$ cat config.mk
export PLATFORM = sky130hd
export DESIGN_NAME = main_control_fsm
export DESIGN_NICKNAME = d
export VERILOG_FILES = /design/src/rtl/ctrl_pkg.sv /design/src/rtl/instr_class_decode.sv /design/src/rtl/main_control_fsm.sv
export SDC_FILE = /design/constraint.sdc
export NUM_CORES = 1
export LEC_CHECK = 0
export ABC_AREA = 0
export CORE_UTILIZATION = 45
export DETAILED_ROUTE_END_ITERATION = 7
export PLACE_DENSITY_LB_ADDON = 0.08
export SYNTH_ARGS = -nofsm -noshare
export SYNTH_HDL_FRONTEND = slang
export SYNTH_SLANG_ARGS = --single-unit
$ cat constraint.sdc
create_clock -name clock -period 2.85 [get_ports clock]
set_input_delay 0.285 -clock clock [delete_from_list [all_inputs] [get_ports clock]]
set_output_delay 0.285 -clock clock [all_outputs]
set_load 0.05 [all_outputs]
$ cat src/rtl/ctrl_pkg.sv
// Shared encodings for the multicycle main controller: states, opcodes, select codes.
package ctrl_pkg;

  localparam int unsigned OPCODE_W = 6;
  localparam int unsigned FUNCT_W  = 6;
  localparam int unsigned ALU_OP_W = 3;
  localparam int unsigned SEL2_W   = 2;
  localparam int unsigned M2R_W    = 3;

  typedef enum logic [4:0] {
    S_RESET,
    S_FETCH0,
    S_FETCH1,
    S_FETCH2,
    S_DECODE,
    S_EXEC_R,
    S_WB_R,
    S_EXEC_I,
    S_WB_I,
    S_JR,
    S_ADDR,
    S_LW0,
    S_LW1,
    S_LW2,
    S_LW3,
    S_SW0,
    S_BR,
    S_JMP,
    S_JAL0,
    S_JAL1,
    S_EXC0,
    S_EXC1
  } state_t;

  // Opcodes (IR[31:26])
  localparam logic [OPCODE_W-1:0] OP_RTYPE = 6'h00;
  localparam logic [OPCODE_W-1:0] OP_J     = 6'h02;
  localparam logic [OPCODE_W-1:0] OP_JAL   = 6'h03;
  localparam logic [OPCODE_W-1:0] OP_BEQ   = 6'h04;
  localparam logic [OPCODE_W-1:0] OP_BNE   = 6'h05;
  localparam logic [OPCODE_W-1:0] OP_ADDI  = 6'h08;
  localparam logic [OPCODE_W-1:0] OP_LW    = 6'h23;
  localparam logic [OPCODE_W-1:0] OP_SW    = 6'h2B;

  // R-type function codes (IR[5:0])
  localparam logic [FUNCT_W-1:0] FN_JR  = 6'h08;
  localparam logic [FUNCT_W-1:0] FN_ADD = 6'h20;
  localparam logic [FUNCT_W-1:0] FN_SUB = 6'h22;
  localparam logic [FUNCT_W-1:0] FN_AND = 6'h24;

  // ALU operations
  localparam logic [ALU_OP_W-1:0] ALU_PASS = 3'b000;
  localparam logic [ALU_OP_W-1:0] ALU_ADD  = 3'b001;
  localparam logic [ALU_OP_W-1:0] ALU_SUB  = 3'b010;
  localparam logic [ALU_OP_W-1:0] ALU_AND  = 3'b011;

  // ALU B-input select
  localparam logic [SEL2_W-1:0] SRCB_B      = 2'd0;
  localparam logic [SEL2_W-1:0] SRCB_FOUR   = 2'd1;
  localparam logic [SEL2_W-1:0] SRCB_IMM    = 2'd2;
  localparam logic [SEL2_W-1:0] SRCB_IMM_SH = 2'd3;

  // PC source select
  localparam logic [SEL2_W-1:0] PCSRC_ALU    = 2'd0;
  localparam logic [SEL2_W-1:0] PCSRC_ALUOUT = 2'd1;
  localparam logic [SEL2_W-1:0] PCSRC_JUMP   = 2'd2;

  // Destination register select
  localparam logic [SEL2_W-1:0] REGDST_RT = 2'd0;
  localparam logic [SEL2_W-1:0] REGDST_RD = 2'd1;
  localparam logic [SEL2_W-1:0] REGDST_RA = 2'd2;
  localparam logic [SEL2_W-1:0] REGDST_SP = 2'd3;

  // Register write-data select
  localparam logic [M2R_W-1:0] M2R_MDR    = 3'd0;
  localparam logic [M2R_W-1:0] M2R_ALUOUT = 3'd1;

  // One-hot instruction class produced by the decoder
  typedef struct packed {
    logic r_alu;
    logic jr;
    logic addi;
    logic lw;
    logic sw;
    logic br;
    logic j;
    logic jal;
    logic invalid;
  } instr_class_t;

  // ALU operation for the supported R-type arithmetic functions
  function automatic logic [ALU_OP_W-1:0] funct_alu_op(input logic [FUNCT_W-1:0] fn);
    case (fn)
      FN_ADD:  return ALU_ADD;
      FN_SUB:  return ALU_SUB;
      FN_AND:  return ALU_AND;
      default: return ALU_PASS;
    endcase
  endfunction

endpackage

$ cat src/rtl/instr_class_decode.sv
// Combinational opcode/funct classifier feeding the DECODE transition.
module instr_class_decode
  import ctrl_pkg::*;
(
  input  logic [OPCODE_W-1:0] opcode,
  input  logic [FUNCT_W-1:0]  funct,
  output instr_class_t        cls
);

  // Exactly one class bit set; anything unrecognised is invalid
  always_comb begin
    cls = '0;
    case (opcode)
      OP_RTYPE: begin
        case (funct)
          FN_ADD, FN_SUB, FN_AND: cls.r_alu   = 1'b1;
          FN_JR:                  cls.jr      = 1'b1;
          default:                cls.invalid = 1'b1;
        endcase
      end
      OP_ADDI:        cls.addi    = 1'b1;
      OP_LW:          cls.lw      = 1'b1;
      OP_SW:          cls.sw      = 1'b1;
      OP_BEQ, OP_BNE: cls.br      = 1'b1;
      OP_J:           cls.j       = 1'b1;
      OP_JAL:         cls.jal     = 1'b1;
      default:        cls.invalid = 1'b1;
    endcase
  end

endmodule

$ cat src/rtl/main_control_fsm.sv
// Multicycle MIPS-subset main controller: one state per clock, Moore outputs,
// overflow / invalid-instruction exceptions and post-reset $29 initialisation.
module main_control_fsm
  import ctrl_pkg::*;
#(
  parameter logic [M2R_W-1:0]  SP_INIT_SEL = 3'd5,
  parameter logic [SEL2_W-1:0] EXC_VEC_SEL = 2'd3
) (
  input  logic                clock,
  input  logic                reset,
  input  logic [OPCODE_W-1:0] opcode,
  input  logic [FUNCT_W-1:0]  funct,
  input  logic                overflow,
  input  logic                zero,
  output logic                pc_write,
  output logic                mem_write,
  output logic                ir_write,
  output logic                reg_write,
  output logic                aluout_write,
  output logic                ab_write,
  output logic                mdr_write,
  output logic                epc_write,
  output logic                iord,
  output logic                alu_src_a,
  output logic [SEL2_W-1:0]   alu_src_b,
  output logic [ALU_OP_W-1:0] alu_op,
  output logic [SEL2_W-1:0]   pc_source,
  output logic [SEL2_W-1:0]   reg_dst,
  output logic [M2R_W-1:0]    mem_to_reg,
  output logic                exc_cause,
  output logic                reset_out
);

  state_t       state;
  state_t       next_state;
  instr_class_t cls;
  logic         is_addsub;

  instr_class_decode u_decode (
    .opcode (opcode),
    .funct  (funct),
    .cls    (cls)
  );

  // Only add/sub trap on overflow; and never does
  assign is_addsub = (funct == FN_ADD) || (funct == FN_SUB);

  // State register with synchronous reset
  always_ff @(posedge clock) begin
    if (reset) state <= S_RESET;
    else       state <= next_state;
  end

  // Exception cause captured on entry to EXC0: 1 when coming from an EXEC overflow
  always_ff @(posedge clock) begin
    if (reset)                     exc_cause <= 1'b0;
    else if (next_state == S_EXC0) exc_cause <= (state == S_EXEC_R) || (state == S_EXEC_I);
  end

  // Next-state and state-decoded outputs
  always_comb begin
    next_state   = state;
    pc_write     = 1'b0;
    mem_write    = 1'b0;
    ir_write     = 1'b0;
    reg_write    = 1'b0;
    aluout_write = 1'b0;
    ab_write     = 1'b0;
    mdr_write    = 1'b0;
    epc_write    = 1'b0;
    iord         = 1'b0;
    alu_src_a    = 1'b0;
    alu_src_b    = SRCB_B;
    alu_op       = ALU_PASS;
    pc_source    = PCSRC_ALU;
    reg_dst      = REGDST_RT;
    mem_to_reg   = M2R_MDR;
    reset_out    = 1'b0;

    case (state)
      S_RESET: begin
        reset_out  = 1'b1;
        reg_write  = 1'b1;
        reg_dst    = REGDST_SP;
        mem_to_reg = SP_INIT_SEL;
        next_state = S_FETCH0;
      end
      S_FETCH0, S_FETCH1, S_FETCH2: begin
        iord      = 1'b0;
        alu_src_a = 1'b0;
        alu_src_b = SRCB_FOUR;
        alu_op    = ALU_ADD;
        if (state == S_FETCH0) begin
          next_state = S_FETCH1;
        end else if (state == S_FETCH1) begin
          next_state = S_FETCH2;
        end else begin
          ir_write   = 1'b1;
          pc_write   = 1'b1;
          pc_source  = PCSRC_ALU;
          next_state = S_DECODE;
        end
      end
      S_DECODE: begin
        ab_write     = 1'b1;
        alu_src_a    = 1'b0;
        alu_src_b    = SRCB_IMM_SH;
        alu_op       = ALU_ADD;
        aluout_write = 1'b1;
        if      (cls.r_alu)         next_state = S_EXEC_R;
        else if (cls.jr)            next_state = S_JR;
        else if (cls.addi)          next_state = S_EXEC_I;
        else if (cls.lw || cls.sw)  next_state = S_ADDR;
        else if (cls.br)            next_state = S_BR;
        else if (cls.j)             next_state = S_JMP;
        else if (cls.jal)           next_state = S_JAL0;
        else                        next_state = S_EXC0;
      end
      S_EXEC_R: begin
        alu_src_a    = 1'b1;
        alu_src_b    = SRCB_B;
        alu_op       = funct_alu_op(funct);
        aluout_write = 1'b1;
        next_state   = (is_addsub && overflow) ? S_EXC0 : S_WB_R;
      end
      S_WB_R: begin
        reg_write  = 1'b1;
        reg_dst    = REGDST_RD;
        mem_to_reg = M2R_ALUOUT;
        next_state = S_FETCH0;
      end
      S_EXEC_I: begin
        alu_src_a    = 1'b1;
        alu_src_b    = SRCB_IMM;
        alu_op       = ALU_ADD;
        aluout_write = 1'b1;
        next_state   = overflow ? S_EXC0 : S_WB_I;
      end
      S_WB_I: begin
        reg_write  = 1'b1;
        reg_dst    = REGDST_RT;
        mem_to_reg = M2R_ALUOUT;
        next_state = S_FETCH0;
      end
      S_JR: begin
        alu_src_a  = 1'b1;
        alu_op     = ALU_PASS;
        pc_source  = PCSRC_ALU;
        pc_write   = 1'b1;
        next_state = S_FETCH0;
      end
      S_ADDR: begin
        alu_src_a    = 1'b1;
        alu_src_b    = SRCB_IMM;
        alu_op       = ALU_ADD;
        aluout_write = 1'b1;
        next_state   = (opcode == OP_LW) ? S_LW0 : S_SW0;
      end
      S_LW0: begin
        iord       = 1'b1;
        next_state = S_LW1;
      end
      S_LW1: begin
        iord       = 1'b1;
        next_state = S_LW2;
      end
      S_LW2: begin
        iord       = 1'b1;
        mdr_write  = 1'b1;
        next_state = S_LW3;
      end
      S_LW3: begin
        reg_write  = 1'b1;
        reg_dst    = REGDST_RT;
        mem_to_reg = M2R_MDR;
        next_state = S_FETCH0;
      end
      S_SW0: begin
        iord       = 1'b1;
        mem_write  = 1'b1;
        next_state = S_FETCH0;
      end
      S_BR: begin
        alu_src_a  = 1'b1;
        alu_src_b  = SRCB_B;
        alu_op     = ALU_SUB;
        pc_source  = PCSRC_ALUOUT;
        pc_write   = ((opcode == OP_BEQ) && zero) || ((opcode == OP_BNE) && !zero);
        next_state = S_FETCH0;
      end
      S_JMP: begin
        pc_source  = PCSRC_JUMP;
        pc_write   = 1'b1;
        next_state = S_FETCH0;
      end
      S_JAL0: begin
        alu_src_a    = 1'b0;
        alu_op       = ALU_PASS;
        aluout_write = 1'b1;
        next_state   = S_JAL1;
      end
      S_JAL1: begin
        reg_write  = 1'b1;
        reg_dst    = REGDST_RA;
        mem_to_reg = M2R_ALUOUT;
        pc_source  = PCSRC_JUMP;
        pc_write   = 1'b1;
        next_state = S_FETCH0;
      end
      S_EXC0: begin
        alu_src_a  = 1'b0;
        alu_src_b  = SRCB_FOUR;
        alu_op     = ALU_SUB;
        epc_write  = 1'b1;
        next_state = S_EXC1;
      end
      S_EXC1: begin
        pc_source  = EXC_VEC_SEL;
        pc_write   = 1'b1;
        next_state = S_FETCH0;
      end
      default: next_state = S_RESET;
    endcase
  end

endmodule

==> results of run 1 <==
-- power breakdown --
part           internal, uW  switching, uW
Sequential              106           73.8
Combinational           466            833
Clock                  47.3           25.2
-- logic make-up after synthesis --
kind of cell / share of synthesized area
buf+inv: 0.111
other cells: 0.00347
xor+xnor: 0.0325
flops: 0.111
compound gates: 0.304
mux: 0.00927
simple gates: 0.429
-- worst max-delay path by stage --
stage	slack, ps	depth (start not counted)	to	startpoint
2_1_floorplan	220	7	exc_cause$_SDFFE_PP0N_	state[2]$_SDFF_PP0_
6_report	250	5	aluout_write	state[4]$_SDFF_PP0_
5_1_grt	120	4	aluout_write	state[1]$_SDFF_PP0_
3_5_place_dp	150	7	exc_cause$_SDFFE_PP0N_	opcode[3]
3_3_place_gp	260	7	exc_cause$_SDFFE_PP0N_	opcode[3]
4_1_cts	290	4	aluout_write	state[1]$_SDFF_PP0_
-- cells in the final DEF, fill, tap and decap left out, drive strengths merged, types with 2 or more instances in the layout --
master / n
o31ai: 3
nand2b: 9
nor4: 7
o211ai: 2
or3b: 2
xnor2: 3
conb: 2
clkbuf: 3
or3: 4
nor2: 19
nor3: 8
a22o: 3
nor2b: 3
o21ai: 8
nand3: 4
dfxtp: 6
inv: 5
a21oi: 13
a31oi: 3
nand2: 16
buf: 20
o22ai: 4
or4: 3
clkdlybuf4s50: 27
a211oi: 2
a211o: 2
-- sequential cells by signal (all words and copies together) (netlist names) --
register and count:
state 5, exc_cause 1
-- routing by layer --
metal | share of wire | wire, um | global-route usage | vias to the layer above
li1 | - | - | - | 660
met1 | 0.42 | 1410 | 0.323 | 632
met2 | 0.51 | 1740 | 0.507 | 62
met3 | 0.061 | 208 | 0.0357 | 4
met4 | 0.0080 | 27 | 0.0602 | 0
met5 | 0 | 0 | 0 | -
-- critical path: stages, from the launching register on --
cell and delay [ps]:
dfxtp_1 430, inv_1 290, nand2_1 160, a211oi_1 280, a21o_1 120, clkdlybuf4s50_1 790
-- final cells by class --
cell class | count | area, um2
fillers | 197 | 743
flip-flops and latches | 6 | 120
well taps | 28 | 35.0
inverters | 5 | 18.8
clock buffers | 3 | 22.5
multi-input cells | 134 | 848
repair buffers | 47 | 445
-- metrics by stage --
stage	cells	hold slack, ps	power [uW]	cell area, um2
2_1_floorplan	161	357	1100	1090
3_3_place_gp	220	462	1450	1470
3_5_place_dp	220	482	1470	1470
4_1_cts	223	497	1550	1490
5_1_grt	223	551	1630	1490
6_report	223	492	1550	1490
==> flow_summary_export.csv, run 1 <==
group,metric,value,unit
floorplan,die_w,51.0,um
synthesis,synth_top_flop_cell,"dfxtp_1",
critical_path,start_kind,"flop",
synthesis,synth.area.top_cells,"dfxtp_1, nor2_1, a21oi_1",
timing,slew_headroom,0.616,
clock_tree,cts.repair.resized,0,
synthesis,synth_cell_types,50,
drt,initialDrtViolationCount,31,
cells_and_area,nets,213,
min_path,hold_depth,2,
timing,worst_slack,255,ps
clock_tree,clk_pin_slew,40,ps
synthesis,netlist_instances,160,
placement,dp_hpwl,2.68,mm
timing,fmax,385,MHz
power,powerDensity,1040,mW/mm2
timing,slew_viol_final,0,
drt,drc,0,
critical_path,rr_endpoint,"exc_cause$_SDFFE_PP0N_",
timing,period_share,0.911,
placement,dp_slack,148,ps
clock_tree,clock_latency,230,ps
clock_tree,root_buffer,"clkbuf_4",
critical_path,crit_type,"reg -> out",
min_path,hold_end,"exc_cause$_SDFFE_PP0N_",
timing,rsz0062_at_grt,"false",
global_route,antenna_found_initial,0,
synthesis,synth_edf_count,0,
min_path,worstHoldStart,"exc_cause$_SDFFE_PP0N_",
global_route,grt_max_degree,17,
drt,via_count,1358,
floorplan,rows,17,
critical_path,ff2ff_setup_slack,400,ps
clock_tree,hold_buffers,0,
timing,max_slew.worst_pin.slew,575,ps
timing,hold_viol_final,0,
cells_and_area,antenna_cells,0,
clock_tree,h-tree-depth,1,
drt,wire_per_inst,15.2,um
timing,period_minus_slack,2600,ps
floorplan,core,0.00223,mm2
global_route,grt_pass1_vias,1280,
global_route,grt_pass1_wl,5.59,mm
drt,viasPerCell,6.09,
floorplan,start_util,0.483,
placement,gp_congestion,0.916,
cells_and_area,drive_gt1_frac,0.195,
drt,ant_nets,0,
synthesis,synth.avg_cell_area,6.75,um2
critical_path,reg2regPathDepth,6,
cells_and_area,postLayoutCoreUtil,0.667,
power,cellLeakagePower,0.000560,uW
synthesis,yosys_warnings,0,
critical_path,r2r-start,"state[3]$_SDFF_PP0_",
clock_tree,cts_tree,"yes",
drt,dr.pass1.iters,4,
synthesis,synth_top_area_share,0.111,
critical_path,endpoint_kind,"output port",
synthesis,seq_area_frac_synth,0.111,
synthesis,yosys-top-cells-count,"nor2_1, nand2_1, a21oi_1",
clock_tree,clockBufferDepth,2,
floorplan,dieArea,0.00260,mm2
power,ir_drop,0.711,mV
min_path,hp-class,"reg -> reg",
clock_tree,cts.sinks,6,
timing,skew,3.76,ps
clock_tree,cts_buffers,3,
critical_path,path_max_fanout,13,
outcome,status,"completed",
synthesis,ys_async_sr_fraction,0,
global_route,grt_overflow,0,
clock_tree,post-cts-setup-buffer-count,0,
cells_and_area,area_growth,38.0,%
timing,setup_tns,0,ps
timing,finalSetupViolCount,0,
synthesis,yosys.area.top_type,"dfxtp_1",
job,drv_cap,0,
global_route,track_usage,0.271,
synthesis,synthMostInstantiatedCell,"nor2_1",
synthesis,ys_ff_latch,6,
floorplan,die_h,51.0,um
synthesis,syn_area,0.00108,mm2
drt,routed_wl,3.39,mm
critical_path,worst_ep_required_time,2570,ps
critical_path,cp.arrival,2310,ps
floorplan,ioPinCount,40,
placement,io_buffer_count,37,
Power figures use the tool's default switching activity.
==> run 2: changes to the inputs <==
--- a/config.mk
+++ b/config.mk
@@ -7,8 +7,10 @@
 export LEC_CHECK = 0
 export ABC_AREA = 0
 export CORE_UTILIZATION = 45
+export CTS_CLUSTER_SIZE = 12
 export DETAILED_ROUTE_END_ITERATION = 7
 export PLACE_DENSITY_LB_ADDON = 0.08
+export RECOVER_POWER = 50
 export SYNTH_ARGS = -nofsm -noshare
 export SYNTH_HDL_FRONTEND = slang
 export SYNTH_SLANG_ARGS = --single-unit
==> run 2 against run 1 <==
  * Wire length down 0.68%
  * Clock skew about the same
  * Critical endpoint unchanged
  * First-iteration DRC count down 13%
  * Hold slack worse by 5.2 ps
  * Die area unchanged
==> flow_summary_export.csv, run 2 (same netlist as run 1, synthesis figures left out) <==
group,metric,value,unit
outcome,status,"completed",
clock_tree,cts_tree,"yes",
floorplan,die_w,51.0,um
cells_and_area,drive_gt1_frac,0.144,
placement,dp_slack,148,ps
clock_tree,clk_pin_slew,40,ps
clock_tree,clockBufferDepth,2,
floorplan,core,0.00223,mm2
timing,hold_viol_final,0,
timing,period_share,0.910,
drt,drc,0,
critical_path,slowest_delay,790,ps
floorplan,rows,17,
floorplan,die_h,51.0,um
cells_and_area,multi_input_area,823,um2
timing,finalSetupViolCount,0,
critical_path,worst_ep_required_time,2570,ps
critical_path,start_kind,"flop",
drt,dr.pass1.iters,4,
drt,initialDrtViolationCount,27,
critical_path,cp.arrival,2310,ps
global_route,antenna_found_initial,0,
cells_and_area,seq_area,120,um2
critical_path,path_max_fanout,16,
job,drv_cap,0,
critical_path,endpoint_kind,"output port",
clock_tree,post-cts-setup-buffer-count,0,
floorplan,ioPinCount,40,
global_route,track_usage,0.271,
min_path,hp-class,"reg -> reg",
floorplan,dieArea,0.00260,mm2
cells_and_area,largest-register,"state",
floorplan,start_util,0.483,
clock_tree,cts_buffers,3,
clock_tree,clock_latency,230,ps
global_route,grt_pass1_vias,1280,
global_route,grt_max_degree,17,
cells_and_area,nets,213,
critical_path,crit_path_cell_trace,"nand2b_1 > a211oi_1 > a21o_1 > clkdlybuf4s50_1",
global_route,grt_overflow,0,
drt,wire_per_inst,15.1,um
drt,via_count,1339,
critical_path,crit_type,"reg -> out",
cells_and_area,layout_commonest_cell,"clkdlybuf4s50_1",
timing,skew,3.55,ps
power,ir_drop,0.699,mV
cells_and_area,largest_register_ffs,5,
global_route,grt_pass1_wl,5.59,mm
cells_and_area,nFillCells,207,
power,cellLeakagePower,0.000536,uW
drt,ant_nets,0,
timing,period_minus_slack,2590,ps
timing,max_slew.worst_pin.slew,672,ps
clock_tree,h-tree-depth,1,
clock_tree,root_buffer,"clkbuf_4",
placement,gp_congestion,0.916,
timing,slew_viol_final,0,
placement,dp_hpwl,2.68,mm
power,powerDensity,1050,mW/mm2
cells_and_area,largestRegisters,"state x5, exc_cause x1",
timing,setup_tns,0,ps
timing,fmax,386,MHz
placement,io_buffer_count,37,
clock_tree,cts.sinks,6,
cells_and_area,area_growth,33.4,%
timing,worst_slack,257,ps
clock_tree,hold_buffers,0,
drt,viasPerCell,6.00,
timing,slew_headroom,0.548,
cells_and_area,final_cell_mix,"clkdlybuf4s50_1, nor2_1, nand2_1",
critical_path,slowest_stage,"clkdlybuf4s50_1",
cells_and_area,antenna_cells,0,
clock_tree,cts.repair.resized,0,
drt,routed_wl,3.37,mm
timing,rsz0062_at_grt,"false",
## run 2: cell types whose count changed in the layout (fill, tap and decap cells not counted)
| cell | change |
|---|---|
| dlygate4sd3_1 | +1 |
| nor4_1 | +3 |
| clkbuf_2 | +1 |
| a221oi_1 | +1 |
| clkbuf_1 | +6 |
| clkdlybuf4s50_1 | -1 |
| nor4_2 | -3 |
| buf_4 | -7 |
| a221oi_2 | -1 |
## run 2: metal layers
layer  GRT usage  share of wire
met1       0.323           0.45
met2       0.507           0.51
met3      0.0357          0.035
met4      0.0602         0.0080
met5           0              0
## run 2: per-stage QoR
| stage | utilization | total power, uW | hold slack [ps] | area, um2 | cells |
|---|---|---|---|---|---|
| floorplan | - | 1100 | 357 | 1090 | 161 |
| global placement | 0.657 | 1450 | 462 | 1470 | 220 |
| detailed placement | 0.657 | 1470 | 482 | 1470 | 220 |
| CTS | 0.667 | 1550 | 497 | 1490 | 223 |
| global route | 0.645 | 1590 | 549 | 1440 | 223 |
| finish | 0.645 | 1510 | 487 | 1440 | 223 |
## run 2: final cells by class
type / instances / area share
multi-input combinational: 134 / 0.572
sequential: 6 / 0.0834
clock buffer: 3 / 0.0156
tap: 28 / 0.0243
inverter: 5 / 0.0130
timing repair buffer: 47 / 0.292
## run 2: final timing paths
| kind | from | to | slack (ps) | depth (start not counted) |
|---|---|---|---|---|
| max reg2reg | state[3]$_SDFF_PP0_ | exc_cause$_SDFFE_PP0N_ | 320 | 6 |
| max | state[1]$_SDFF_PP0_ | aluout_write | 260 | 4 |
| min | exc_cause$_SDFFE_PP0N_ | exc_cause$_SDFFE_PP0N_ | 490 | 2 |
| min reg2reg | exc_cause$_SDFFE_PP0N_ | exc_cause$_SDFFE_PP0N_ | 490 | 2 |
## run 2: critical path: cells and delay by family, from the launching register on
family | cells | cell delay [ps]
AOI/OAI and AO/OA | 2 | 380
buffers and inverters | 1 | 790
DFF | 1 | 680
and+or+nand+nor | 1 | 220
## run 2: power breakdown
part | internal, uW | switching, uW | total (uW)
Clock | 47.3 | 25.1 | 72.4
Sequential | 106 | 73.9 | 180
Combinational | 432 | 823 | 1260
